## config.mk

```make
export PLATFORM = sky130hd
export DESIGN_NAME = dibit_tx_serializer
export DESIGN_NICKNAME = d
export VERILOG_FILES = /design/src/rtl/dibit_tx_serializer.sv
export SDC_FILE = /design/constraint.sdc
export NUM_CORES = 1
export LEC_CHECK = 0
export CORE_ASPECT_RATIO = 1.25
export CORE_UTILIZATION = 40
export CTS_BUF_LIST = sky130_fd_sc_hd__clkbuf_8 sky130_fd_sc_hd__clkbuf_16
export DETAILED_ROUTE_END_ITERATION = 8
export PLACE_DENSITY = 0.66
export SYNTH_ARGS = -nofsm -noshare
export SYNTH_HDL_FRONTEND = slang
export SYNTH_SLANG_ARGS = --single-unit
export TNS_END_PERCENT = 1
```

## constraint.sdc

```tcl
create_clock -name sys_clk -period 1.6 [get_ports sys_clk]
set_clock_uncertainty 0.05 [all_clocks]
set_input_delay 0.24 -clock sys_clk [delete_from_list [all_inputs] [get_ports sys_clk]]
set_output_delay 0.24 -clock sys_clk [all_outputs]
set_load 0.02 [all_outputs]
```

## src/rtl/dibit_tx_serializer.sv

```systemverilog
// Purpose : serialize DATA_W-bit words MSB-first into 2-bit symbols paced by sym_en.
// Latency : first symbol registered on out one cycle after accept; back-to-back words stream gap-free.
// Backpr. : din_ready is 1 in IDLE, or on the sym_en edge that retires the last symbol; otherwise 0.
module dibit_tx_serializer #(
   parameter int         DATA_W   = 8,
   parameter logic [1:0] IDLE_SYM = 2'b00,
   parameter int         CNT_W    = 8
) (
   input  logic              sys_clk,
   input  logic              sys_rst_n,
   input  logic [DATA_W-1:0] din,
   input  logic              din_valid,
   output logic              din_ready,
   input  logic              sym_en,
   output logic [1:0]        out,
   output logic              out_valid,
   output logic              busy,
   output logic [CNT_W-1:0]  byte_cnt
);

   localparam int SYMS  = DATA_W / 2;
   localparam int IDX_W = (SYMS > 1) ? $clog2(SYMS) : 1;
   localparam logic [IDX_W-1:0] LAST_IDX = IDX_W'(SYMS - 1);

   typedef enum logic {IDLE, SHIFT} state_t;

   state_t            state_q, state_d;
   logic [DATA_W-1:0] shreg_q, shreg_d;
   logic [IDX_W-1:0]  sym_idx_q, sym_idx_d;
   logic [1:0]        out_q, out_d;
   logic              out_valid_q, out_valid_d;
   logic [CNT_W-1:0]  byte_cnt_q, byte_cnt_d;
   logic              last_sym;
   logic              accept;
   logic              load;

   // Symbol k of a word: bits [DATA_W-1-2k : DATA_W-2-2k].
   function automatic logic [1:0] sym_of(input logic [DATA_W-1:0] w, input int k);
      logic [DATA_W-1:0] s;
      s = w >> (DATA_W - 2 - 2 * k);
      return s[1:0];
   endfunction

   // Handshake: a retiring strobe frees the holding register in the same cycle.
   always_comb begin
      last_sym  = (sym_idx_q == LAST_IDX);
      din_ready = sys_rst_n & ((state_q == IDLE) | (sym_en & last_sym));
      accept    = din_valid & din_ready;
   end

   // Next-state: load on accept, advance on sym_en, retire to IDLE when nothing follows.
   always_comb begin
      state_d     = state_q;
      shreg_d     = shreg_q;
      sym_idx_d   = sym_idx_q;
      out_d       = out_q;
      out_valid_d = out_valid_q;
      byte_cnt_d  = byte_cnt_q;
      load        = 1'b0;
      case (state_q)
         IDLE: begin
            load = accept;
         end
         SHIFT: begin
            if (sym_en) begin
               if (last_sym) begin
                  byte_cnt_d = byte_cnt_q + CNT_W'(1);
                  if (accept) begin
                     load = 1'b1;
                  end else begin
                     state_d     = IDLE;
                     out_d       = IDLE_SYM;
                     out_valid_d = 1'b0;
                     sym_idx_d   = '0;
                  end
               end else begin
                  sym_idx_d = sym_idx_q + 1'b1;
                  out_d     = sym_of(shreg_q, int'(sym_idx_q) + 1);
               end
            end
         end
      endcase
      if (load) begin
         state_d     = SHIFT;
         shreg_d     = din;
         out_d       = din[DATA_W-1 -: 2];
         out_valid_d = 1'b1;
         sym_idx_d   = '0;
      end
   end

   // State registers; reset discards any word in flight without counting it.
   always_ff @(posedge sys_clk or negedge sys_rst_n) begin
      if (!sys_rst_n) begin
         state_q     <= IDLE;
         shreg_q     <= '0;
         sym_idx_q   <= '0;
         out_q       <= IDLE_SYM;
         out_valid_q <= 1'b0;
         byte_cnt_q  <= '0;
      end else begin
         state_q     <= state_d;
         shreg_q     <= shreg_d;
         sym_idx_q   <= sym_idx_d;
         out_q       <= out_d;
         out_valid_q <= out_valid_d;
         byte_cnt_q  <= byte_cnt_d;
      end
   end

   assign out       = out_q;
   assign out_valid = out_valid_q;
   assign busy      = (state_q == SHIFT);
   assign byte_cnt  = byte_cnt_q;

endmodule

```

# After elaboration in Yosys (flattened, before gate mapping)
# Index checks and enable logic that the tools add are counted.
# op_classes
n_div,0
shift,1
add_sub_neg,4
n_mul,0
bitwise,5
n_eq_ne,3
magnitude_cmp,0
n_mux,22
n_reduce_logical,6
# op_table
cell,count
$shr 8x32->2,1
$mux 2,9
$mux 1,12
$add 8x1->8 const B,1
$reduce_and 3->1,2
$reduce_bool 2->1,3
$sub 3x4->5 const A,1
$reduce_and 4->1,1
$add 2x1->3 const B,1
$and 1x1->1,3
$ne 3x2->1 const B,1
$add 2x1->2 const B,1
$eq 2x2->1 const B,1
$ne 2x1->1 const B,1
$pmux 1 s2,1
$not 1->1,1
$or 1x1->1,1
# totals
register_bits,22
input_bits,12
wordCells,47
output_inout_bits,13
mem_bits_rw,0
romBits,0
latchBits,0
mem_count,0

# Logic depth before layout (Yosys ltp)
# Gate-level depths: netlist of run 1.
# depth
depth_word,11
mapped_depth,4
mapped_depth_nobuf,4

# Worst setup path after synthesis of run 1
# Ideal clock, no wire load.
# synth_timing
path_type,register to register
start,register sym_idx_q[0]
end,register out_q[0] (netlist: out[0])
slack_ns,-0.054
required_ns,1.424
n_path_buf,0
setup_time_ns,0.126
t_arrival_ns,1.478
period_less_slack_ns,1.654
stages_incl_launch_ff,5
cell_sequence,dfrtp_1 -> ha_1 -> mux4_2 -> and4b_1 -> a221o_1
# synth_via
elab_chain_len,11
word_cells_on_any_way,20
cone_classes,2 x add/sub; 2 x eq/ne; 1 x shift; 8 x mux; 4 x bitwise; 3 x reduce/logical
# synth_rtl
item,line,source
start: declaration,29,"logic [IDX_W-1:0] sym_idx_q, sym_idx_d;"
start signal: assignment,104,sym_idx_q <= sym_idx_d;
"parallel branches: the longest is 11 deep, another holds $sub 3x4->5",-,
end signal: assignment,105,out_q <= out_d;
end: declaration,30,"logic [1:0] out_q, out_d;"
# Parallel ways; which one is timed is not known. The select of a mux whose other input is x is not followed.
# A chain may end at the register's enable or synchronous reset.

# Worst setup path in the final report of run 1
# Ends and elaborated chain as after synthesis.

==> reports/summary.txt, run 1 <==
Top cell type by total area after synthesis -> dfrtp_1
Ant diodes -> 0
Initial Util -> 41.96%
Prevailing post-synth register cell -> dfrtp_1
Setup ws final -> -59.85 ps
Achievable Freq -> 0.6025 GHz
Switching share of total power -> 33.39%
Crit path kind -> flop to flop
H-tree Lvls -> 1
Final Wtd Congestion -> 0.7501
Commonest cells post-synth -> dfrtp_1 (22), mux2_2 (8), nand2_1 (7)
Final non-filler cell total -> 151
Rel. slew slack -> 79.82%
Post-DRT Antenna Nets -> 0
YS warnings -> 0
Final wirelength -> 2038 µm
Final Hold Vio Count -> 0
Top cell type's share of synthesized area -> 54.05%
Row count -> 20
DRC violations left -> 0
Core area -> 2427 µm²
GRT Residual Overflow -> 0
TritonCTS clock tree -> built
Flop-to-flop setup slack -> -60 ps
RSZ-0062 raised after global routing -> true
Initial DRC count -> 19
Die Area -> 2753 µm²
Die height -> 58.42 µm
# clock sinks -> 22
Final min period -> 1660 ps
Clock Power Share -> 16.1%
Clock Pin Slew Worst Setup and Hold Paths -> 80 ps
Via count -> 770
First-pass GRT wire length -> 3456 µm
Multi-input gate area in the final layout -> 471.7 µm²
Max-cap violation count -> 0
Syn Nets -> 96
Power per Cell Area -> 1691 nW/µm²
Fraction of layout instances using a drive strength above 1 -> 23.73%
TritonCTS buffer count -> 3
Reg-to-reg startpoint -> sym_idx_q[0]
Worst setup EP type -> flop
DP HPWL -> 1532 µm
Flop pwr share -> 38.2%
Reg area -> 550.5 µm²
Most instantiated library cell after synthesis -> dfrtp_1
Hold slack -> 323.4 ps
# IOs -> 25
P&R area growth vs syn -> 40.91%
RR Endpoint -> out[0]
Failing checks -> setup timing
Initial antenna violation count -> 0
Hold Crit Class -> primary input to async pin
Critical path startpoint category -> flop
Clock buffer depth -> 2
# setup viols final -> 2
Vias in the first global route -> 774
First-pass iteration count of the detailed router -> 4
Dpl cells -> 147
Cell Area, Synth -> 1018 µm²
# Post-CTS Setup Buffers -> 0
Maximum vdd drop -> 1.035 mV
Nets -> 133
Period utilization -> 103.7%
Largest net degree at the start of global routing -> 13
Filler cell count -> 229
Comb pwr share -> 45.7%
Int Pwr -> 1.617 mW
Post-synth EDFFs -> 0
IO Port Bufs -> 24
Gr usage total -> 17.39%
Syn_area_per_cell -> 12.42 µm²
Die Width -> 47.13 µm
P_leak -> 0.6667 nW
Status -> complete, but fails checks
Synth Register Bits -> 22
WL/cell -> 13.50 µm
CTS root buffer -> clkbuf_8
Setup TNS -> -72.85 ps
CP Max Fanout -> 5
Reg2reg path depth -> 4
Slew Limit Fails -> 0
Vias per cell -> 5.099
Syn Inst Count -> 82
Ranking of synthesized cells by area -> dfrtp_1 (54%), mux2_2 (8.8%), mux4_2 (4.4%), xnor2_1 (3.4%), nand2_1 (2.6%)
Sw power -> 0.8103 mW
Worst-skew pair later-pin latency -> 250 ps
Arrival @ worst endpoint -> 1750 ps
Sequential cell area fraction in the yosys report -> 54.05%
Post-synth cell types -> 29
FFs w/ async S/R, synth -> 100.0%
Critical Path RT -> 1690 ps
Worst-Margin Slew -> 302.0 ps
-- worst max-delay path by stage --
stage	startpoint	to	slack [ps]	cells past startpoint
CTS	sym_idx_q[0]	out[0]	-70	4
detailed placement	sym_en	din_ready	-240	4
global route	sym_idx_q[0]	out[0]	-90	4
global placement	sym_en	din_ready	-230	4
floorplan	sym_idx_q[0]	out[0]	-40	4
finish	sym_idx_q[0]	out[0]	-60	4
-- logic make-up (layout without fill, tap and decap cells) --
kind of cell / count (synthesis) / after routing / synth area share (%)
AOI/OAI and AO/OA: 11 / 11 / 7.740
buffers and inverters: 3 / 39 / 1.351
adders and majority gates: 2 / 2 / 2.457
muxes: 10 / 10 / 13.27
DFF: 22 / 22 / 54.05
xor gates and xnor gates: 7 / 7 / 6.020
and+or+nand+nor: 27 / 27 / 15.11
-- what timing repair did --
action	4_1_cts	5_1_grt
cloned	0	0
pin swaps	2	1
hold buffers	0	0
resized for setup	10	3
endpoints found under the setup margin	8	13
-- layout by cell type (no fill, tap or decap) --
| master | n |
|---|---|
| o21ai_0 | 3 |
| and4b_1 | 2 |
| buf_4 | 9 |
| xnor2_1 | 4 |
| nand3_1 | 2 |
| a21oi_1 | 1 |
| nor2_1 | 1 |
| buf_2 | 1 |
| nand2_1 | 7 |
| nand2b_1 | 2 |
| mux2_2 | 8 |
| a221o_1 | 2 |
| and2_1 | 1 |
| buf_6 | 1 |
| dlymetal6s2s_1 | 2 |
| mux4_2 | 2 |
| a31oi_1 | 1 |
| xor2_1 | 3 |
| a21boi_0 | 1 |
| clkbuf_8 | 4 |
| dlygate4sd2_1 | 5 |
| o211ai_1 | 1 |
| nand4_1 | 3 |
| nand3b_1 | 1 |
| nor2b_1 | 2 |
| ha_4 | 1 |
| nor2_4 | 1 |
| nor3_1 | 2 |
| a21boi_2 | 1 |
| and3_1 | 2 |
| ha_1 | 1 |
| nor3b_1 | 1 |
| o22ai_1 | 1 |
| inv_1 | 1 |
| clkdlybuf4s50_1 | 16 |
| dfrtp_1 | 22 |
-- layout make-up --
type	count	area share [%]
clock buffers	4	3.836
inverters	1	0.2616
multi-input cells	57	32.87
flip-flops and latches	22	38.36
well taps	33	2.877
repair buffers	34	21.80
-- sequential cells by signal, indices dropped and copies added (netlist names) --
| signal | count |
|---|---|
| byte_cnt | 8 |
| busy | 1 |
| out_valid | 1 |
| sym_idx_q | 2 |
| shreg_q | 8 |
| out | 2 |
-- routing by layer --
layer,GRT usage [%],share of wire (%)
met1,21.98,43
met2,29.37,53
met3,3.067,3.6
met4,5.714,0.69
met5,0,0
-- power by group through the flow --
stage | combinational [mW] | clock (mW) | sequential (mW)
global placement | 1.08 | 0 | 0.919
global route | 1.20 | 0.428 | 0.960
finish | 1.11 | 0.391 | 0.926
detailed placement | 1.12 | 0 | 0.926
CTS | 1.13 | 0.402 | 0.928
floorplan | 0.561 | 0 | 1.02
-- critical path: stages (launching register included) --
cell     delay (ps)
dfrtp_1         400
buf_6           140
mux4_2          500
and4b_1         200
a221o_1         260
-- per-stage QoR --
stage | utilization, % | instance area [µm²] | power (mW) | setup WS (ps)
CTS | 59.18 | 1436 | 2.464 | -68.68
global route | 59.12 | 1435 | 2.589 | -92.11
detailed placement | 56.44 | 1370 | 2.041 | -239.1
floorplan | - | 1023 | 1.581 | -44.76
finish | 59.12 | 1435 | 2.427 | -59.85
global placement | 56.44 | 1370 | 2.001 | -229.9
Note: power is estimated with default switching activity, not from simulation.
==> inputs of run 2 (changes only) <==
CORE_UTILIZATION = 43   (was 40)
PLACE_DENSITY = 0.71   (was 0.66)
==> run 2 against run 1 <==
The run still ends with setup timing left. Setup slack gained 22 ps. Count of clock-buffer cells in the layout shrank 1. Largest cell class unchanged. First-iteration DRC count shrank 63%. Combinational power is essentially flat. Critical path type unchanged. Via count shrank 0.13%. Total power grew 6.1%. Clock power grew 32%. Cell area grew 2.0%. Global-route usage grew 2.4 points. Wire length grew 6.8%. Hold slack gained 8.5 ps. Die area shrank 6.7%.
==> reports/summary.txt, run 2 (synthesis gave the netlist of run 1 again) <==
Crit path kind -> flop to flop
CP max stage delay -> 470 ps
Setup ws final -> -37.51 ps
WL/cell -> 14.51 µm
Final non-filler cell total -> 150
Final Hold Vio Count -> 0
Worst-skew pair later-pin latency -> 260 ps
Power per Cell Area -> 1760 nW/µm²
GRT Residual Overflow -> 0
Slew Limit Fails -> 0
Worst setup EP type -> flop
Vias in the first global route -> 800
Arrival @ worst endpoint -> 1730 ps
Hold Crit Class -> primary input to async pin
DP HPWL -> 1635 µm
Maximum vdd drop -> 1.146 mV
Via count -> 769
First-pass GRT wire length -> 3677 µm
P_leak -> 0.7011 nW
Gr usage total -> 19.79%
P&R area growth vs syn -> 43.73%
Final Wtd Congestion -> 0.8278
Clock buffer depth -> 2
Initial DRC count -> 7
IO Port Bufs -> 24
Commonest cells after routing, fill and taps aside -> dfrtp_1 (22), clkdlybuf4s50_1 (16), buf_4 (10), mux2_2 (8), nand2_1 (7)
# clock sinks -> 22
M3 GR Usage -> 2.894%
Die Width -> 45.53 µm
Dpl cells -> 146
Clock Pin Slew Worst Setup and Hold Paths -> 80 ps
Critical Path RT -> 1690 ps
Post-DRT Antenna Nets -> 0
Max-cap violation count -> 0
DRC violations left -> 0
Rel. slew slack -> 80.98%
Initial Util -> 46.07%
Fin util -> 66.21%
# Post-CTS Setup Buffers -> 0
Status -> complete, but fails checks
Fraction of layout instances using a drive strength above 1 -> 24.37%
Period utilization -> 102.3%
CP delay by family, top -> multiplexers
# IOs -> 25
M1 GR Usage -> 24.31%
TritonCTS clock tree -> built
Die height -> 56.41 µm
Vias per cell -> 5.127
Setup TNS -> -57.16 ps
Leading cell type in the layout, fill and taps excluded -> dfrtp_1
Failing checks -> setup timing
TritonCTS buffer count -> 3
Core area -> 2211 µm²
Tot Pwr -> 2.576 mW
Buffers & Inverters on Critical Path -> 1
CTS root buffer -> clkbuf_8
Critical path startpoint category -> flop
Final min period -> 1638 ps
RSZ-0062 raised after global routing -> true
Initial antenna violation count -> 0
Slowest CP cell -> mux4_2
Achievable Freq -> 0.6107 GHz
Die Area -> 2568 µm²
Nets -> 134
# setup viols final -> 2
H-tree Lvls -> 1
Final wirelength -> 2176 µm
Ant diodes -> 0
Dpl ws -> -234.0 ps
First-pass iteration count of the detailed router -> 4
Row count -> 19
Top Usage Layer GRT -> met2
CP Max Fanout -> 5
CP Cell Sequence -> buf_6 > mux4_2 > and4b_1 > a221o_1
Largest net degree at the start of global routing -> 17
M2 GR Usage -> 34.69%
Worst-Margin Slew -> 284.7 ps
-- run 2: changes by cell type in the layout (fill, tap and decap cells not counted), sizes merged --
cell	delta
dlygate4sd2	-2
bufinv	+1
buf	+1
dlymetal6s2s	+2
clkbuf	-1
-- run 2: final timing paths --
kind	start	end	slack, ps	cells past startpoint
min	sys_rst_n	shreg_q[0]	330	2
max reg2reg	sym_idx_q[0]	out[1]	-40	4
min reg2reg	byte_cnt[7]	byte_cnt[7]	420	1
max	sym_idx_q[0]	out[1]	-40	4
min in group sys_clk	byte_cnt[7]	byte_cnt[7]	420	1
max in group asynchronous	sys_rst_n	byte_cnt[6]	950	2
-- run 2: layout make-up --
cell class	count	area [µm²]
fill	170	747.0
sequential	22	550.5
multi-input combinational	57	471.7
timing repair buffer	35	327.8
clock buffer	3	41.29
tap	31	38.79
clock inverter	1	30.03
inverter	1	3.754
-- run 2: report_power, final --
| part | switching [mW] | internal [mW] | leakage, nW |
|---|---|---|---|
| Clock | 0.182 | 0.334 | 0.0357 |
| Combinational | 0.489 | 0.636 | 0.392 |
| Sequential | 0.161 | 0.774 | 0.274 |
-- run 2: what timing repair did --
| action | in CTS | in global routing |
|---|---|---|
| hold buffers | 0 | 0 |
| hold endpoints to repair | 0 | 0 |
| gates resized for setup | 8 | 5 |
| pin swaps | 2 | 1 |
| endpoints found under the setup margin | 8 | 15 |
-- run 2: through the flow --
step	cell area, µm²	hold WS (ps)
6_report	1464	331.9
5_1_grt	1464	342.0
4_1_cts	1460	325.2
3_5_place_dp	1375	409.9
3_3_place_gp	1375	406.3
2_1_floorplan	1023	-105.6
-- run 2: per-layer routing --
metal  share of wire, %  vias up
li1                   -      373
met1                 43      375
met2                 54       21
met3                3.5        0
met4                  0        0
met5                  0        -
